$ cat src/rtl/bt656cap_colorspace_if.sv
`default_nettype none
// ============================================================================
// Module      : bt656cap_colorspace_if
// Description : Decoder-side YCbCr word input and consumer-side RGB565 FIFO
//               output of the BT.656 colour-space converter.
// Revision    : 1.0 - initial release
// ============================================================================
interface bt656cap_colorspace_if;
  logic        p_stb;
  logic        p_field;
  logic [31:0] p_ycc;
  logic        v_stb;
  logic        v_ack;
  logic        v_field;
  logic [31:0] v_rgb565;

  modport master (
    output p_stb, p_field, p_ycc, v_ack,
    input  v_stb, v_field, v_rgb565
  );

  modport slave (
    input  p_stb, p_field, p_ycc, v_ack,
    output v_stb, v_field, v_rgb565
  );
endinterface
`default_nettype wire

$ cat src/rtl/bt656cap_colorspace.sv
`default_nettype none
// ============================================================================
// Module      : bt656cap_colorspace
// Description : 3-stage YCbCr 4:2:2 -> RGB565 converter feeding a FWFT FIFO.
//               Define BT656CAP_DROPCNT_EN to enable the dropped-word counter.
// Revision    : 1.0 - initial release
// ============================================================================
module bt656cap_colorspace #(
  parameter int fifo_depth = 2
) (
  input  logic                         sys_clk,
  input  logic                         sys_rst,
  bt656cap_colorspace_if.slave         bus,
  output logic                         overflow,
  output logic [15:0]                  drop_count,
  input  logic                         drop_clr
);

  localparam int C_ENTRIES = 1 << fifo_depth;

  function automatic logic [7:0] sat8(input logic signed [19:0] v);
    logic signed [19:0] s;
    s = v >>> 8;
    if (s < 20'sd0)        sat8 = 8'd0;
    else if (s > 20'sd255) sat8 = 8'hFF;
    else                   sat8 = s[7:0];
  endfunction

  function automatic logic [15:0] pack565(input logic signed [19:0] r,
                                          input logic signed [19:0] g,
                                          input logic signed [19:0] b);
    logic [7:0] r8, g8, b8;
    r8 = sat8(r);
    g8 = sat8(g);
    b8 = sat8(b);
    pack565 = ({8'd0, r8 & 8'hF8} << 8) | ({8'd0, g8 & 8'hFC} << 3) | ({8'd0, b8} >> 3);
  endfunction

  // Offset-removed components, widened so every product fits without overflow
  logic signed [19:0] w_ys0, w_ys1, w_cbs, w_crs;
  assign w_cbs = $signed({12'd0, bus.p_ycc[31:24]}) - 20'sd128;
  assign w_ys0 = $signed({12'd0, bus.p_ycc[23:16]}) - 20'sd16;
  assign w_crs = $signed({12'd0, bus.p_ycc[15:8]})  - 20'sd128;
  assign w_ys1 = $signed({12'd0, bus.p_ycc[7:0]})   - 20'sd16;

  logic               r_s1_valid, r_s1_field;
  logic signed [19:0] r_m_y0, r_m_y1, r_m_rcr, r_m_gcr, r_m_gcb, r_m_bcb;
  logic               r_s2_valid, r_s2_field;
  logic signed [19:0] r_r0, r_g0, r_b0, r_r1, r_g1, r_b1;
  logic               r_s3_valid, r_s3_field;
  logic [31:0]        r_s3_data;

  always_ff @(posedge sys_clk) begin
    if (sys_rst) begin
      r_s1_valid <= 1'b0;
      r_s2_valid <= 1'b0;
      r_s3_valid <= 1'b0;
    end else begin
      r_s1_valid <= bus.p_stb;
      r_s2_valid <= r_s1_valid;
      r_s3_valid <= r_s2_valid;
    end
    r_s1_field <= bus.p_field;
    r_m_y0     <= w_ys0 * 20'sd298;
    r_m_y1     <= w_ys1 * 20'sd298;
    r_m_rcr    <= w_crs * 20'sd409;
    r_m_gcr    <= w_crs * 20'sd208;
    r_m_gcb    <= w_cbs * 20'sd100;
    r_m_bcb    <= w_cbs * 20'sd516;
    r_s2_field <= r_s1_field;
    r_r0       <= r_m_y0 + r_m_rcr + 20'sd128;
    r_g0       <= r_m_y0 - r_m_gcr - r_m_gcb + 20'sd128;
    r_b0       <= r_m_y0 + r_m_bcb + 20'sd128;
    r_r1       <= r_m_y1 + r_m_rcr + 20'sd128;
    r_g1       <= r_m_y1 - r_m_gcr - r_m_gcb + 20'sd128;
    r_b1       <= r_m_y1 + r_m_bcb + 20'sd128;
    r_s3_field <= r_s2_field;
    r_s3_data  <= {pack565(r_r0, r_g0, r_b0), pack565(r_r1, r_g1, r_b1)};
  end

  logic [32:0]           r_mem [C_ENTRIES];
  logic [fifo_depth-1:0] r_wr_ptr, r_rd_ptr;
  logic [fifo_depth:0]   r_count;
  logic [32:0]           r_hold;
  logic [32:0]           w_head;
  logic                  w_full, w_rd, w_wr, w_drop;

  assign w_full = (r_count == (fifo_depth + 1)'(C_ENTRIES));
  assign w_rd   = bus.v_stb & bus.v_ack;
  // A full FIFO still takes a write when the head leaves in the same cycle
  assign w_wr   = r_s3_valid & (~w_full | w_rd);
  assign w_drop = r_s3_valid & w_full & ~w_rd;
  assign w_head = r_mem[r_rd_ptr];

  assign overflow     = w_drop & ~sys_rst;
  assign bus.v_stb    = (r_count != '0);
  assign bus.v_rgb565 = bus.v_stb ? w_head[31:0] : r_hold[31:0];
  assign bus.v_field  = bus.v_stb ? w_head[32]   : r_hold[32];

  always_ff @(posedge sys_clk) begin
    if (w_wr && !sys_rst) begin
      r_mem[r_wr_ptr] <= {r_s3_field, r_s3_data};
    end
  end

  always_ff @(posedge sys_clk) begin
    if (sys_rst) begin
      r_wr_ptr <= '0;
      r_rd_ptr <= '0;
      r_count  <= '0;
      r_hold   <= '0;
    end else begin
      if (w_wr) r_wr_ptr <= r_wr_ptr + 1'b1;
      if (w_rd) r_rd_ptr <= r_rd_ptr + 1'b1;
      if (w_wr && !w_rd)      r_count <= r_count + 1'b1;
      else if (!w_wr && w_rd) r_count <= r_count - 1'b1;
      // Keeps the last presented word on the outputs once the FIFO drains
      if (bus.v_stb) r_hold <= w_head;
    end
  end

`ifdef BT656CAP_DROPCNT_EN
  logic [15:0] r_drop_count;
  always_ff @(posedge sys_clk) begin
    if (sys_rst) begin
      r_drop_count <= '0;
    end else if (drop_clr) begin
      r_drop_count <= w_drop ? 16'd1 : 16'd0;
    end else if (w_drop && (r_drop_count != 16'hFFFF)) begin
      r_drop_count <= r_drop_count + 16'd1;
    end
  end
  assign drop_count = r_drop_count;
`else
  logic w_unused_drop_clr;
  assign w_unused_drop_clr = drop_clr;
  assign drop_count        = 16'd0;
`endif

endmodule
`default_nettype wire

$ cat src/flat_wrapper.sv
// flat-port wrapper written by rule: the top's interface ports become plain ports
module bt656cap_colorspace_flat 
#(
  parameter int fifo_depth = 2
)
  (sys_clk, sys_rst, overflow, drop_count, drop_clr, bus_p_stb, bus_p_field, bus_p_ycc, bus_v_ack, bus_v_stb, bus_v_field, bus_v_rgb565);
  bt656cap_colorspace_if bus_i ();
  input  logic sys_clk;
  input  logic sys_rst;
  output logic overflow;
  output logic [15:0] drop_count;
  input  logic drop_clr;
  input wire logic [$bits(bus_i.p_stb)-1:0] bus_p_stb;
  input wire logic [$bits(bus_i.p_field)-1:0] bus_p_field;
  input wire logic [$bits(bus_i.p_ycc)-1:0] bus_p_ycc;
  input wire logic [$bits(bus_i.v_ack)-1:0] bus_v_ack;
  output wire logic [$bits(bus_i.v_stb)-1:0] bus_v_stb;
  output wire logic [$bits(bus_i.v_field)-1:0] bus_v_field;
  output wire logic [$bits(bus_i.v_rgb565)-1:0] bus_v_rgb565;
  assign bus_i.p_stb = bus_p_stb;
  assign bus_i.p_field = bus_p_field;
  assign bus_i.p_ycc = bus_p_ycc;
  assign bus_i.v_ack = bus_v_ack;
  assign bus_v_stb = bus_i.v_stb;
  assign bus_v_field = bus_i.v_field;
  assign bus_v_rgb565 = bus_i.v_rgb565;
  bt656cap_colorspace #(.fifo_depth(fifo_depth)) u_core (.sys_clk(sys_clk), .sys_rst(sys_rst), .bus(bus_i), .overflow(overflow), .drop_count(drop_count), .drop_clr(drop_clr));
endmodule
$ cat config.mk
export PLATFORM = sky130hd
export DESIGN_NAME = bt656cap_colorspace_flat
export DESIGN_NICKNAME = d
export VERILOG_FILES = /design/src/rtl/bt656cap_colorspace_if.sv /design/src/rtl/bt656cap_colorspace.sv /design/src/flat_wrapper.sv
export SDC_FILE = /design/constraint.sdc
export NUM_CORES = 1
export LEC_CHECK = 0
export ABC_AREA = 1
export CELL_PAD_IN_SITES_DETAIL_PLACEMENT = 0
export CELL_PAD_IN_SITES_GLOBAL_PLACEMENT = 1
export CORE_ASPECT_RATIO = 0.8
export CORE_MARGIN = 10
export CORE_UTILIZATION = 44
export CTS_CLUSTER_DIAMETER = 60
export DETAILED_ROUTE_END_ITERATION = 7
export GPL_TIMING_DRIVEN = 0
export HOLD_SLACK_MARGIN = 0.06
export PLACE_DENSITY = 0.86
export SLEW_MARGIN = 20
export SYNTH_ARGS = -nofsm -noshare
export SYNTH_HDL_FRONTEND = slang
export SYNTH_SLANG_ARGS = --single-unit
$ cat constraint.sdc
create_clock -name sys_clk -period 4.85 [get_ports sys_clk]
set_clock_uncertainty 0.1 [all_clocks]
set_input_delay 0.97 -clock sys_clk [delete_from_list [all_inputs] [get_ports sys_clk]]
set_output_delay 0.97 -clock sys_clk [all_outputs]
set_load 0.01 [all_outputs]
### Word-level counts from Yosys, hierarchy flattened

Memory sizes are Yosys's and may differ from the RTL's. A register that Yosys moved wholly into a read port is not among the register bits.
Cells that the tools add are included.

* bits in registers: 308
* RAM bits: 132
* output and inout port bits: 51
* word-level logic and storage cells: 106
* memories kept: 1

* $add $sub $neg: 22
* multiply operators: 6
* order comparisons: 12
* equality and inequality tests: 1
* multiplexer cells: 20
* bitwise gates (word level): 13
* reductions and logical operators: 8

Memory list
* u_core.r_mem: words 4, bits a word 33, read ports 1, clocked after Yosys merged registers in 1, write ports 1, RTL line bt656cap_colorspace.sv:81 `logic [32:0] r_mem [C_ENTRIES];`

Operators by type and width (number)
* adder 20 x 9 -> 20 bit (second input constant): 6
* two-way mux 8 bit: 12
* adder 20 bit: 4
* subtractor 20 bit: 4
* greater-than comparator 12 x 9 -> 1 bit (second input constant): 6
* < comparator 12 x 1 -> 1 bit (second input constant): 6
* multiplier 20 x 9 -> 19 bit (second input constant): 2
* two-way mux 32 bit: 1
* bitwise OR 16 x 11 -> 16 bit: 2
* bitwise OR 16 x 5 -> 16 bit: 2
* multiplier 20 x 10 -> 20 bit (second input constant): 1
* multiplier 20 x 5 -> 16 bit (second input constant): 1
* multiplier 20 x 6 -> 18 bit (second input constant): 1
* multiplier 20 x 9 -> 18 bit (second input constant): 1
* subtractor 8 x 5 -> 9 bit (second input constant): 2
* subtractor 8 x 8 -> 9 bit (second input constant): 2
* two-way mux 3 bit: 2
* bitwise AND 1 bit: 5
* adder 2 x 1 -> 2 bit (second input constant): 2
* two-way mux 2 bit: 2
* adder 3 x 1 -> 3 bit (second input constant): 1
* equality test 3 bit (second input constant): 1
* logical AND 1 bit: 3
* zero test 1 bit: 3
* 6 further kinds: 10

### Longest topological paths before layout

Gate-level depths: netlist of run 1.

* depth in word-level cells: 8
* gate-level depth with buffers: 19
* mapped depth without buffers: 19

### Worst setup path before layout of run 1

No wires, ideal clock.

* path kind: input -> register
* start point: in bus_p_ycc[4]
* end point: reg u_core.r_m_y1[16]
* arrival time: 4.450 ns
* required time: 4.638 ns
* setup slack: 0.187 ns
* stages on the path: 18
* buffers on the path: 0
* path through: inv_1 -> ha_1 -> nand3_1 -> inv_1 -> ha_1 -> ha_1 -> inv_1 -> fa_1 -> fa_1 -> inv_1 -> ha_1 -> nand2_1 -> o21ai_1 -> nand2_1 -> nand3_1 -> nand3_1 -> nand3_1 -> nand2_1

* longest elaborated chain between the ends: 2

Ends and longest elaborated chain
* start, declared: RTL line flat_wrapper.sv:15 `input wire logic [$bits(bus_i.p_ycc)-1:0] bus_p_ycc;`
* subtractor 8 x 5 -> 9 bit: RTL line bt656cap_colorspace.sv:44 `assign w_ys1 = $signed({12'd0, bus.p_ycc[7:0]}) - 20'sd16;`
* multiplier 20 x 9 -> 19 bit: RTL line bt656cap_colorspace.sv:65 `r_m_y1 <= w_ys1 * 20'sd298;`
* end signal, assigned: RTL line bt656cap_colorspace.sv:65
* end, declared: RTL line bt656cap_colorspace.sv:47 `logic signed [19:0] r_m_y0, r_m_y1, r_m_rcr, r_m_gcr, r_m_gcb, r_m_bcb;`

No other way between the ends.
A chain may end at the register's enable or synchronous reset.

### Worst setup path in the final report of run 1

* start point: in bus_p_ycc[11]
* end point: reg u_core.r_m_rcr[19]

* longest elaborated chain between the ends: 2

Ends and longest elaborated chain
* subtractor 8 x 8 -> 9 bit: RTL line bt656cap_colorspace.sv:43 `assign w_crs = $signed({12'd0, bus.p_ycc[15:8]}) - 20'sd128;`
* multiplier 20 x 10 -> 20 bit: RTL line bt656cap_colorspace.sv:66 `r_m_rcr <= w_crs * 20'sd409;`
* end signal, assigned: RTL line bt656cap_colorspace.sv:66
* end, declared: RTL line bt656cap_colorspace.sv:47

No other way between the ends.

==> impl_metrics.json, run 1 <==
{
  "outcome": "finished, final reports clean",
  "preCtsSetupSlack_ns": -1.10,
  "worstHoldPathType": "flop to flop",
  "final.period_utilization_pct": 94.8,
  "max_cap_check_violation_count": 0,
  "synthesis.instances": 2777,
  "mostFrequentLayoutCell": "sky130_fd_sc_hd__nand2_1",
  "clockBufferDepth": 3,
  "path_clk_slew_ns": 0.06,
  "grt_first_pass_wirelength_um": 96600,
  "most_frequent_cells_in_the_layout": "sky130_fd_sc_hd__nand2_1, sky130_fd_sc_hd__inv_1, sky130_fd_sc_hd__ha_1",
  "count_of_antenna_violating_nets_left_after_detailed_routing": 0,
  "crit_path_start_kind": "input pin",
  "worst_slew_margin_rel_pct": 53.7,
  "cp_data_required_time_ns": 5.20,
  "cts_hold_buffers": 0,
  "ir_drop_mv": 0.555,
  "cts_made_buffers": 39,
  "avgSynthCellArea_um2": 8.76,
  "clock_tree_from_tritoncts": "built",
  "grt_max_degree": 20,
  "die_h_um": 230,
  "first_iter_violations": 1333,
  "drt_wl_total_um": 60900,
  "clock_tree.htree_level_count": 2,
  "number_of_global_route_vias_before_repair": 18300,
  "worstMarginPinSlew_ns": 0.693,
  "cts.root.buffer_cell": "sky130_fd_sc_hd__clkbuf_16",
  "clk_latency_ns": 0.57,
  "area_growth_syn_to_layout_pct": 13.1,
  "async_reset_ff_share_pct": 0,
  "yosys_most_used_dff": "sky130_fd_sc_hd__dfxtp_1",
  "setup_viol": 0,
  "setup.worst_path.class": "input pin to flop",
  "top_level_ports": 89,
  "number_of_synthesized_register_bits": 373,
  "gr-total-overflow": 0,
  "critPathArrivalTime_ns": 4.95,
  "placed_cells": 3607,
  "slew_viol_final": 0,
  "setup.worst_path.end_class": "flop",
  "min_period_ns": 4.60,
  "setup-tns-final_ns": 0,
  "clock_sinks": 373,
  "core_mm2": 0.0543,
  "estimated_wirelength_of_the_detail_placed_design_um": 49600,
  "finalWeightedCongestion": 0.969,
  "die_wd_um": 283,
  "final_core_utilization_pct": 50.7,
  "final-instance-count-excl-fill": 3684,
  "viasPerCell": 5.02,
  "floorplan.die_area_mm2": 0.0651,
  "synth_edf_count": 132,
  "placement.io_buffers": 70,
  "syn-cell-area_mm2": 0.0243,
  "core.rowCount": 76,
  "fmax_mhz": 217,
  "fillerInstances": 5050,
  "wl_per_cell_um": 16.5,
  "initial_core_util_pct": 44.8,
  "number_of_antenna_violations_at_the_first_check_in_global_routing": 0,
  "route.detailed.drc": 0,
  "ys.warnings.count": 0,
  "timing.final.hold_violations": 0,
  "synth.lib_cells_used.distinct": 41,
  "power_per_cell_area_mw_per_mm2": 741,
  "postLayoutSetupSlackWorst_ns": 0.251,
  "groute.usage.overall_pct": 18.7,
  "first_pass_iters": 5,
  "post_route_cells_drive_above_1_share_pct": 4.52,
  "final_net_count": 3436,
  "routed-via-count": 18500,
  "timing.critical_path.fanout_max": 6,
  "setup_repair_after_global_routing_missed_its_margin": "no",
  "leakage_dissipation_nw": 13.7,
  "synth-seq-area-share_pct": 36.1
}
## per-stage QoR
stage / hold WS [ns] / power [mW] / instance area (µm²)
global route: 0.231 / 22.4 / 27500
floorplan: 0.210 / 13.5 / 24400
global placement: 0.216 / 17.2 / 26000
detailed placement: 0.212 / 17.3 / 26100
finish: 0.229 / 20.4 / 27500
CTS: 0.227 / 20.3 / 27400
## critical path: stages
cell and delay [ns]:
sky130_fd_sc_hd__clkdlybuf4s50_1 0.58, sky130_fd_sc_hd__ha_1 0.44, sky130_fd_sc_hd__ha_1 0.30, sky130_fd_sc_hd__inv_1 0.05, sky130_fd_sc_hd__fa_1 0.49, sky130_fd_sc_hd__inv_1 0.05, sky130_fd_sc_hd__fa_1 0.38, sky130_fd_sc_hd__inv_1 0.08
sky130_fd_sc_hd__fa_1 0.40, sky130_fd_sc_hd__inv_1 0.06, sky130_fd_sc_hd__ha_1 0.30, sky130_fd_sc_hd__a21oi_1 0.20, sky130_fd_sc_hd__nand2_1 0.16, sky130_fd_sc_hd__nand3_1 0.10, sky130_fd_sc_hd__nand2_1 0.08, sky130_fd_sc_hd__nand3_1 0.11
sky130_fd_sc_hd__nand2_1 0.07, sky130_fd_sc_hd__nand2_1 0.06, sky130_fd_sc_hd__nand2_1 0.05
## logic make-up (layout without fill, tap and decap cells)
family | count (synthesis) | count (layout) | share of synthesized area, %
buffers and inverters | 478 | 628 | 7.86
AND/OR/NAND/NOR | 977 | 977 | 16.2
AO/OA/AOI/OAI | 366 | 366 | 8.84
XOR/XNOR | 95 | 95 | 3.42
flip-flops | 373 | 373 | 36.1
other | 1 | 17 | 0.0154
adder cells (fa/ha/maj) | 487 | 487 | 27.6
## final cells by class
type | instances | area (µm²) | area share (%)
Multi-Input combinational cell | 1941 | 13800 | 50.0
Sequential cell | 373 | 8790 | 31.9
Inverter | 430 | 1620 | 5.90
Clock buffer | 50 | 1040 | 3.77
Tap cell | 741 | 927 | 3.37
Timing Repair Buffer | 78 | 842 | 3.06
Buffer | 48 | 298 | 1.08
Clock inverter | 22 | 226 | 0.823
Antenna cell | 1 | 2.50 | 0.00910
## per-layer routing
metal | track usage, % | up-vias | share of wire, %
met1 | 25.8 | 8558 | 48
met3 | 4.16 | 93 | 7.0
li1 | - | 9362 | -
met4 | 5.15 | 0 | 2.5
met5 | 0 | - | 0
met2 | 29.1 | 469 | 43
## repair_timing
item                                    in CTS  in global routing
gates resized for setup                      5                 15
endpoints found under the setup margin      17                 23
buffers inserted                             0                  4
## worst paths after layout
path | start | endpoint | slack, ns | cells after the start
worst max-delay path | bus_p_ycc[11] | u_core.r_m_rcr[19] | 0.25 | 19
worst min-delay path | u_core.r_s1_field | u_core.r_s2_field | 0.23 | 0
worst max register to register | u_core.r_m_y1[14] | u_core.r_g1[15] | 1.81 | 10
worst min register to register | u_core.r_s1_field | u_core.r_s2_field | 0.23 | 0
## synth_stat cells (12+ instances only)
| cell | count | area share [%] |
|---|---|---|
| sky130_fd_sc_hd__a21o_1 | 17 | 0.52 |
| sky130_fd_sc_hd__a21oi_1 | 155 | 3.2 |
| sky130_fd_sc_hd__a31oi_1 | 12 | 0.31 |
| sky130_fd_sc_hd__buf_4 | 22 | 0.68 |
| sky130_fd_sc_hd__clkbuf_1 | 14 | 0.22 |
| sky130_fd_sc_hd__dfxtp_1 | 241 | 20 |
| sky130_fd_sc_hd__edfxtp_1 | 132 | 16 |
| sky130_fd_sc_hd__fa_1 | 81 | 6.7 |
| sky130_fd_sc_hd__ha_1 | 406 | 21 |
| sky130_fd_sc_hd__inv_1 | 426 | 6.6 |
| sky130_fd_sc_hd__nand2_1 | 558 | 8.6 |
| sky130_fd_sc_hd__nand3_1 | 126 | 2.6 |
| sky130_fd_sc_hd__nor2_1 | 244 | 3.8 |
| sky130_fd_sc_hd__nor3_1 | 18 | 0.37 |
| sky130_fd_sc_hd__o21ai_0 | 111 | 2.3 |
| sky130_fd_sc_hd__o21bai_1 | 18 | 0.56 |
| sky130_fd_sc_hd__o32ai_1 | 26 | 0.94 |
| sky130_fd_sc_hd__xnor2_1 | 27 | 0.97 |
| sky130_fd_sc_hd__xor2_1 | 68 | 2.4 |
## report_power, final
part	leakage, nW	internal, mW	total [mW]	switching [mW]
clock	0.619	1.66	2.92	1.27
combinational	9.89	4.56	12.5	7.92
sequential	3.21	4.31	4.98	0.666
## sequential cells by signal, summed over array words and instances, names as in the netlist, 3 cells and up, named ones only
signal            cells
u_core.r_count        3
u_core.r_m_y1        19
u_core.r_m_y0        19
u_core.r_s3_data     32
u_core.r_m_rcr       20
u_core.r_b0           9
u_core.r_r1           9
u_core.r_b1           9
u_core.r_g0          10
u_core.r_mem        132
u_core.r_m_bcb       15
u_core.r_hold        33
u_core.r_g1          10
u_core.r_m_gcb       18
u_core.r_r0           9
u_core.r_m_gcr       14
(Power assumes the default switching activity.)
==> run 2: changes to the inputs <==
--- a/config.mk
+++ b/config.mk
@@ -16,6 +16,7 @@
 export GPL_TIMING_DRIVEN = 0
 export HOLD_SLACK_MARGIN = 0.06
 export PLACE_DENSITY = 0.86
+export SKIP_LAST_GASP = 1
 export SLEW_MARGIN = 20
 export SYNTH_ARGS = -nofsm -noshare
 export SYNTH_HDL_FRONTEND = slang
==> impl_metrics.json, run 2 (synthesized netlist as in run 1, its figures left out) <==
{
  "wl_per_cell_um": 16.5,
  "leakage_dissipation_nw": 13.7,
  "route.detailed.drc": 0,
  "cell_family_contributing_the_most_delay_on_the_critical_path": "adder cells",
  "fmax_mhz": 217,
  "gr-total-overflow": 0,
  "clk_latency_ns": 0.57,
  "power_mw": 20.4,
  "grt_first_pass_wirelength_um": 96600,
  "critPathMaxStageDelay_ns": 0.58,
  "post_route_cells_drive_above_1_share_pct": 4.49,
  "worst_slew_margin_rel_pct": 53.5,
  "core.rowCount": 76,
  "placement.io_buffers": 70,
  "drt_wl_total_um": 60800,
  "finalWeightedCongestion": 0.969,
  "initial_core_util_pct": 44.8,
  "groute.usage.overall_pct": 18.7,
  "die_wd_um": 283,
  "critPathBufInv": 5,
  "worstHoldPathType": "flop to flop",
  "number_of_antenna_violations_at_the_first_check_in_global_routing": 0,
  "final_net_count": 3436,
  "ir_drop_mv": 0.554,
  "estimated_wirelength_of_the_detail_placed_design_um": 49600,
  "clock_tree.htree_level_count": 2,
  "hold_slack_ns": 0.229,
  "setup_viol": 0,
  "grt_max_degree": 20,
  "timing.critical_path.fanout_max": 6,
  "cts_made_buffers": 39,
  "crit_chain": "clkdlybuf4s50_1 > ha_1 > ha_1 > inv_1 > fa_1 > inv_1 > fa_1 > inv_1 > fa_1 > inv_1 > ha_1 > a21oi_1 > nand2_1 > nand3_1 > nand2_1 > nand3_1 > nand2_1 > nand2_1 > nand2_1",
  "min_period_ns": 4.60,
  "largest_register_ffs": 132,
  "slew_viol_final": 0,
  "clockBufferDepth": 3,
  "count_of_antenna_violating_nets_left_after_detailed_routing": 0,
  "cts.root.buffer_cell": "sky130_fd_sc_hd__clkbuf_16",
  "final-instance-count-excl-fill": 3684,
  "outcome": "finished, final reports clean",
  "core_mm2": 0.0543,
  "power_per_cell_area_mw_per_mm2": 740,
  "top_level_ports": 89,
  "biggestRegsByFlops": "u_core.r_mem x132, u_core.r_hold x33, u_core.r_s3_data x32",
  "preCtsSetupSlack_ns": -1.10,
  "registers.top_by_ff_count": "u_core.r_mem",
  "setup.worst_path.end_class": "flop",
  "placed_cells": 3607,
  "setup-tns-final_ns": 0,
  "worstMarginPinSlew_ns": 0.697,
  "first_pass_iters": 5,
  "first_iter_violations": 1333,
  "mostFrequentLayoutCell": "sky130_fd_sc_hd__nand2_1",
  "floorplan.die_area_mm2": 0.0651,
  "viasPerCell": 5.01,
  "timing.final.hold_violations": 0,
  "area_growth_syn_to_layout_pct": 13.1,
  "number_of_global_route_vias_before_repair": 18300,
  "regToRegSetupSlack_ns": 1.82,
  "critPathArrivalTime_ns": 4.96,
  "most_frequent_cells_in_the_layout": "sky130_fd_sc_hd__nand2_1, sky130_fd_sc_hd__inv_1, sky130_fd_sc_hd__ha_1",
  "cts_hold_buffers": 0,
  "clock_sinks": 373,
  "path_clk_slew_ns": 0.06,
  "final.period_utilization_pct": 94.9,
  "worst_path_max_delay_cell": "sky130_fd_sc_hd__clkdlybuf4s50_1",
  "setup_repair_after_global_routing_missed_its_margin": "yes",
  "die_h_um": 230,
  "crit_path_start_kind": "input pin",
  "postLayoutSetupSlackWorst_ns": 0.246,
  "setup.worst_path.class": "input pin to flop",
  "clock_tree_from_tritoncts": "built",
  "cp_data_required_time_ns": 5.20,
  "max_cap_check_violation_count": 0,
  "routed-via-count": 18400,
  "timing.critical_path.mode_cell": "sky130_fd_sc_hd__nand2_1"
}
==> run 2: cell count changes in the layout (fill, tap and decap cells not counted) <==
cell and delta:
sky130_fd_sc_hd__inv_1 +1, sky130_fd_sc_hd__inv_2 -1
==> run 2: path summary, 6_finish.rpt <==
check	start	end	cells after the start
max reg2reg	u_core.r_m_y1[14]	u_core.r_g1[15]	10
max	bus_p_ycc[11]	u_core.r_m_rcr[19]	19
min	u_core.r_s1_field	u_core.r_s2_field	0
min reg2reg	u_core.r_s1_field	u_core.r_s2_field	0
==> run 2: through the flow <==
stage / cell area [µm²] / utilization, %
final: 27500 / 50.7
after global routing: 27500 / 50.7
after CTS: 27400 / 50.5
after detailed placement: 26100 / 48.2
after global placement: 26000 / 47.9
after floorplan: 24400 / -
==> run 2: area by class of cell <==
class | instances | area [µm²]
Fill cell | 5050 | 26800
Clock buffer | 50 | 1040
Antenna cell | 1 | 2.50
Timing Repair Buffer | 78 | 842
Inverter | 430 | 1620
Clock inverter | 22 | 226
Buffer | 48 | 298
Sequential cell | 373 | 8790
Multi-Input combinational cell | 1941 | 13800
Tap cell | 741 | 927
==> run 2: metal layers <==
layer  track usage (%)  wire, µm  vias to the layer above
li1                  -         -                     9358
met4              5.15      1480                        0
met3              4.16      4400                       91
met1              25.8     28800                     8525
met5                 0         0                        -
met2              29.1     26100                      473
==> run 2: where the power goes <==
| part | internal [mW] | switching, mW |
|---|---|---|
| registers | 4.31 | 0.666 |
| clock network | 1.66 | 1.27 |
| logic | 4.56 | 7.91 |
| total | 10.5 | 9.84 |
==> run 2: repair_timing <==
item	4_1_cts	5_1_grt
resized for setup	5	14
buffers inserted	0	4
setup endpoints to repair	17	23
